--- src/rtl/register_bank.sv ---
// -----------------------------------------------------------------------------
// register_bank
//
// Architectural register set wrapped around the 16-bit ALU. AC drives BusA, a
// selectable source drives BusB, and the ALU result on BusC is written back
// into any combination of registers at the next rising edge. PC, AR and R1
// also have an in-place increment path, and the ALU Z flag can be latched for
// branch decisions. All sequencing comes from the control unit.
//
// Ports
//   Clock      in   1      rising-edge clock for all state
//   Reset      in   1      synchronous active-high clear of all registers/ZFlag
//   BusC       in   WIDTH  ALU result, load source for every register
//   FlagZ      in   1      ALU zero flag
//   MemDataIn  in   WIDTH  memory read data (DR load source, BusB select 6)
//   DRFromMem  in   1      DR load source: 1 = MemDataIn, 0 = BusC
//   LoadMask   in   7      load enables [0]AC [1]R1 [2]R2 [3]R3 [4]PC [5]AR [6]DR
//   IncMask    in   3      increment enables [0]PC [1]AR [2]R1
//   ZLoad      in   1      capture FlagZ into ZFlag
//   BusBSel    in   3      BusB source: 0 DR 1 R1 2 R2 3 R3 4 PC 5 AR 6 Mem 7 zero
//   BusA       out  WIDTH  AC
//   BusB       out  WIDTH  selected source
//   PCOut      out  WIDTH  current PC
//   AROut      out  WIDTH  current AR
//   ZFlag      out  1      registered zero flag
// -----------------------------------------------------------------------------
module register_bank #(
    parameter int WIDTH = 16
) (
    input  logic             Clock,
    input  logic             Reset,
    input  logic [WIDTH-1:0] BusC,
    input  logic             FlagZ,
    input  logic [WIDTH-1:0] MemDataIn,
    input  logic             DRFromMem,
    input  logic [6:0]       LoadMask,
    input  logic [2:0]       IncMask,
    input  logic             ZLoad,
    input  logic [2:0]       BusBSel,
    output logic [WIDTH-1:0] BusA,
    output logic [WIDTH-1:0] BusB,
    output logic [WIDTH-1:0] PCOut,
    output logic [WIDTH-1:0] AROut,
    output logic             ZFlag
);

    // LoadMask bit positions
    localparam int LdAc = 0;
    localparam int LdR1 = 1;
    localparam int LdR2 = 2;
    localparam int LdR3 = 3;
    localparam int LdPc = 4;
    localparam int LdAr = 5;
    localparam int LdDr = 6;

    // IncMask bit positions
    localparam int IncPc = 0;
    localparam int IncAr = 1;
    localparam int IncR1 = 2;

    // BusB source encodings
    typedef enum logic [2:0] {
        SelDr   = 3'd0,
        SelR1   = 3'd1,
        SelR2   = 3'd2,
        SelR3   = 3'd3,
        SelPc   = 3'd4,
        SelAr   = 3'd5,
        SelMem  = 3'd6,
        SelZero = 3'd7
    } busBSrc_t;

    logic [WIDTH-1:0] acReg;
    logic [WIDTH-1:0] r1Reg;
    logic [WIDTH-1:0] r2Reg;
    logic [WIDTH-1:0] r3Reg;
    logic [WIDTH-1:0] pcReg;
    logic [WIDTH-1:0] arReg;
    logic [WIDTH-1:0] drReg;
    logic             zReg;

    logic [WIDTH-1:0] drLoadValue;
    assign drLoadValue = DRFromMem ? MemDataIn : BusC;

    // Each register follows the same priority: reset, load, increment, hold.
    // Increments wrap naturally because the sum is truncated to WIDTH bits.
    // NOTE: sequential state uses non-blocking assignments so every register
    // samples pre-edge values; blocking here would create ordering races.
    always_ff @(posedge Clock) begin
        if (Reset) begin
            acReg <= '0;
            r1Reg <= '0;
            r2Reg <= '0;
            r3Reg <= '0;
            pcReg <= '0;
            arReg <= '0;
            drReg <= '0;
            zReg  <= 1'b0;
        end else begin
            if (LoadMask[LdAc]) acReg <= BusC;

            if (LoadMask[LdR1])      r1Reg <= BusC;
            else if (IncMask[IncR1]) r1Reg <= r1Reg + WIDTH'(1);

            if (LoadMask[LdR2]) r2Reg <= BusC;
            if (LoadMask[LdR3]) r3Reg <= BusC;

            if (LoadMask[LdPc])      pcReg <= BusC;
            else if (IncMask[IncPc]) pcReg <= pcReg + WIDTH'(1);

            if (LoadMask[LdAr])      arReg <= BusC;
            else if (IncMask[IncAr]) arReg <= arReg + WIDTH'(1);

            if (LoadMask[LdDr]) drReg <= drLoadValue;

            if (ZLoad) zReg <= FlagZ;
        end
    end

    // BusB source mux. Select 6 is the only combinational input-to-output path.
    // NOTE: BusB gets a default before the case so no path leaves it unassigned,
    // which would otherwise infer a latch.
    always_comb begin
        BusB = '0;
        unique case (busBSrc_t'(BusBSel))
            SelDr:   BusB = drReg;
            SelR1:   BusB = r1Reg;
            SelR2:   BusB = r2Reg;
            SelR3:   BusB = r3Reg;
            SelPc:   BusB = pcReg;
            SelAr:   BusB = arReg;
            SelMem:  BusB = MemDataIn;
            SelZero: BusB = '0;
            default: BusB = '0;
        endcase
    end

    assign BusA  = acReg;
    assign PCOut = pcReg;
    assign AROut = arReg;
    assign ZFlag = zReg;

endmodule
--- config.mk ---
export PLATFORM = sky130hd
export DESIGN_NAME = register_bank
export DESIGN_NICKNAME = d
export VERILOG_FILES = /design/src/rtl/register_bank.sv
export SDC_FILE = /design/constraint.sdc
export NUM_CORES = 1
export LEC_CHECK = 0
export ABC_AREA = 1
export ABC_CLOCK_PERIOD_IN_PS = 3600
export BUFFER_PORTS_ARGS = -buffer_cell sky130_fd_sc_hd__buf_2
export CORE_ASPECT_RATIO = 2
export CORE_MARGIN = 10
export CORE_UTILIZATION = 43
export CTS_CLUSTER_SIZE = 16
export DETAILED_ROUTE_END_ITERATION = 16
export GPL_TIMING_DRIVEN = 1
export PLACE_DENSITY = 0.73
export SLEW_MARGIN = 20
export SYNTH_ARGS = -nofsm -noshare
export SYNTH_HDL_FRONTEND = slang
export SYNTH_SLANG_ARGS = --single-unit
--- constraint.sdc ---
create_clock -name Clock -period 3.6 [get_ports Clock]
set_input_delay 0.72 -clock Clock [delete_from_list [all_inputs] [get_ports Clock]]
set_output_delay 0.72 -clock Clock [all_outputs]
set_load 0.02 [all_outputs]
==> results_dict.tcl <==
set metrics [dict create \
    p_leak_nw 3.32 \
    synthDistinctLibCells 33 \
    fin_skew_ns 0.0137 \
    p_per_area_mw_per_mm2 495 \
    slew_headroom 0.367 \
    cts_buffer_depth 2 \
    synth_seq_cells 113 \
    area_growth_pct 20.3 \
    cap_viol_max_count 0 \
    irDropWorstVdd_uv 349 \
    hp-class "reg -> reg" \
    worst_pin_slew_ns 0.947 \
    met3_usage 0.0469 \
    ioPinCount 115 \
    critPathBufInv 4 \
    cts.sinks 113 \
    tns_ns 0 \
    cp.arrival_ns 2.27 \
    ctsRootBufferMaster "clkbuf_16" \
    detailed_place_hpwl_mm 17.3 \
    drtIter0Drc 769 \
    multi_input_area_mm2 0.00319 \
    dr.pass1.iters 9 \
    syn_inst 924 \
    cts_made_buffers 17 \
    end_kind "output port" \
    n_fill_cell 1411 \
    seq_power_share 0.386 \
    cts_tree "built" \
    drt-vias-per-instance 5.67 \
    insertion_delay_ns 0.42 \
    crit_required_ns 2.88 \
    yosys_warnings 0 \
    remaining_drc_errors 0 \
    wirelength_mm 23.8 \
    n_antenna_cell 0 \
    worst-path-max-fanout 11 \
    grt_pass1_wl_mm 36.6 \
    die_w_um 104 \
    syn_area_mm2 0.00614 \
    use_met2 0.396 \
    switching_power_mw 1.12 \
    rsz0062_at_grt "false" \
    p_clk_frac 0.473 \
    grt_max_degree 55 \
    critPathSlowestCell "nand3_1" \
    htree_levels 4 \
    start_util 0.440 \
    core_mm2 0.0140 \
    syn_area_per_cell_um2 6.64 \
    placementRows 61 \
    fin_nets 1076 \
    period_share 0.830 \
    register_area_mm2 0.00226 \
    drv_slew 0 \
    syn-num-nets 977 \
    swShare 0.307 \
    internal_power_mw 2.53 \
    drive_gt1_frac 0.164 \
    clk_pin_slew_ns 0.06 \
    grt.total_usage 0.234 \
    crit_family "buffers and inverters" \
    fmax_mhz 335 \
    met1_usage 0.249 \
    ant_nets 0 \
    status "completed" \
    portBuffers 114 \
    period_needed_ns 2.99 \
    ctsHoldBuffers 0 \
    grt_pass1_vias 6740 \
    fin_util 0.529 \
    busiest_layer "met2" \
    path_cells "buf_2, inv_1, nand3_1, inv_1, nand2_1, nand2_1, a21oi_1, nand3_1, buf_2" \
    overflow 0 \
    dieArea_mm2 0.0197 \
    post-cts-setup-buffers 0 \
    worstSetupPathType "in -> out" \
    die_h_um 189 \
    post_drt_wl_per_cell_um 19.4 \
    setup_violations 0 \
    route.vias.total 6943 \
    cpPeakStageDelay_ns 0.41 \
    ys_seq_area_frac 0.368 \
    gp_congestion 0.993 \
    crit_path_start_kind "primary input" \
    finalHoldViolCount 0 \
    antenna_found_initial 0 \
    cts_resized 0 \
    combPwrFrac 0.140 \
]
==> sequential cells by signal, summed over array words and instances, names as in the netlist <==
register	count
r3Reg	16
r2Reg	16
r1Reg	16
BusA	16
ZFlag	1
drReg	16
PCOut	16
AROut	16
==> power groups by stage <==
stage / clock network, mW / registers (mW) / logic, mW
final: 1.73 / 1.41 / 0.512
after global routing: 1.80 / 1.42 / 0.562
after CTS: 1.74 / 1.41 / 0.510
after detailed placement: 0 / 1.44 / 0.507
after global placement: 0 / 1.44 / 0.501
after floorplan: 0 / 1.46 / 0.273
==> cell type report <==
cell class,instances,share of cell area
multi-input cells,640,0.431
flip-flops and latches,113,0.306
repair buffers,119,0.0823
inverters,132,0.0671
clock buffers,17,0.0576
well taps,189,0.0320
clock inverters,15,0.0234
==> synth_stat cells, drive strengths merged <==
master,instances,area share
a21oi,88,0.072
a22oi,27,0.033
a31oi,7,0.0071
buf,17,0.017
clkbuf,22,0.015
clkinv,1,0.00061
dfxtp,113,0.37
ha,3,0.0061
inv,131,0.080
nand2,166,0.10
nand3,83,0.070
nand3b,3,0.0037
nand4,14,0.014
nor2,109,0.075
nor3,6,0.0049
o2111ai,3,0.0043
o211ai,20,0.024
o21a,1,0.0012
o21ai,74,0.060
o21bai,2,0.0024
o22ai,25,0.025
xor2,9,0.013
==> per-layer routing <==
metal | up-vias | wire length (um)
li1 | 3310 | -
met1 | 3162 | 8630
met2 | 362 | 11700
met3 | 109 | 1690
met4 | 0 | 1750
met5 | - | 0
==> worst paths after layout <==
kind / endpoint / cells after the start / slack (ns) / start
max reg2reg: PCOut[14]$_SDFFE_PP0P_ / 7 / 1.94 / PCOut[1]$_SDFFE_PP0P_
max: BusB[5] / 9 / 0.61 / BusBSel[2]
min: r3Reg[3]$_SDFFE_PP0P_ / 2 / 0.45 / r3Reg[3]$_SDFFE_PP0P_
min reg2reg: r3Reg[3]$_SDFFE_PP0P_ / 2 / 0.45 / r3Reg[3]$_SDFFE_PP0P_
==> stage by stage <==
stage	cell area, um2	hold WS, ns	worst slack (ns)	total power [mW]	instances
after global routing	7390	0.475	0.500	3.78	1225
final	7390	0.454	0.613	3.66	1225
after CTS	7390	0.454	0.622	3.66	1225
after detailed placement	6790	0.446	0.643	1.94	1193
after floorplan	6140	0.429	1.37	1.73	924
after global placement	6790	0.442	0.639	1.94	1193
==> worst reg2reg max path, cell delays in order, from the launching register on <==
cell and delay [ns]:
dfxtp_1 0.49, ha_1 0.24, nand2_1 0.11, nor2_4 0.18, nand3b_1 0.19, o21ai_1 0.17
nand2_1 0.06, a21oi_1 0.14
==> logic make-up (layout without fill, tap and decap cells) <==
kind of cell               Yosys count  after routing  share of synthesized area
buffers and inverters              171            283                      0.112
adders and majority gates            3              3                    0.00611
xor gates and xnor gates             9              9                     0.0128
DFF                                113            113                      0.368
AOI/OAI and AO/OA                  247            247                      0.230
and+or+nand+nor                    381            381                      0.270
==> cell usage in the layout, fill, tap and decap left out, types with 17 or more instances in the layout <==
master	instances
o21ai_0	71
clkbuf_16	17
nor2_1	101
buf_2	114
o211ai_1	20
inv_1	125
a21oi_1	88
o22ai_1	25
a22oi_1	27
dfxtp_1	113
nand3_1	80
nand2_1	164
Power figures use the tool's default switching activity.
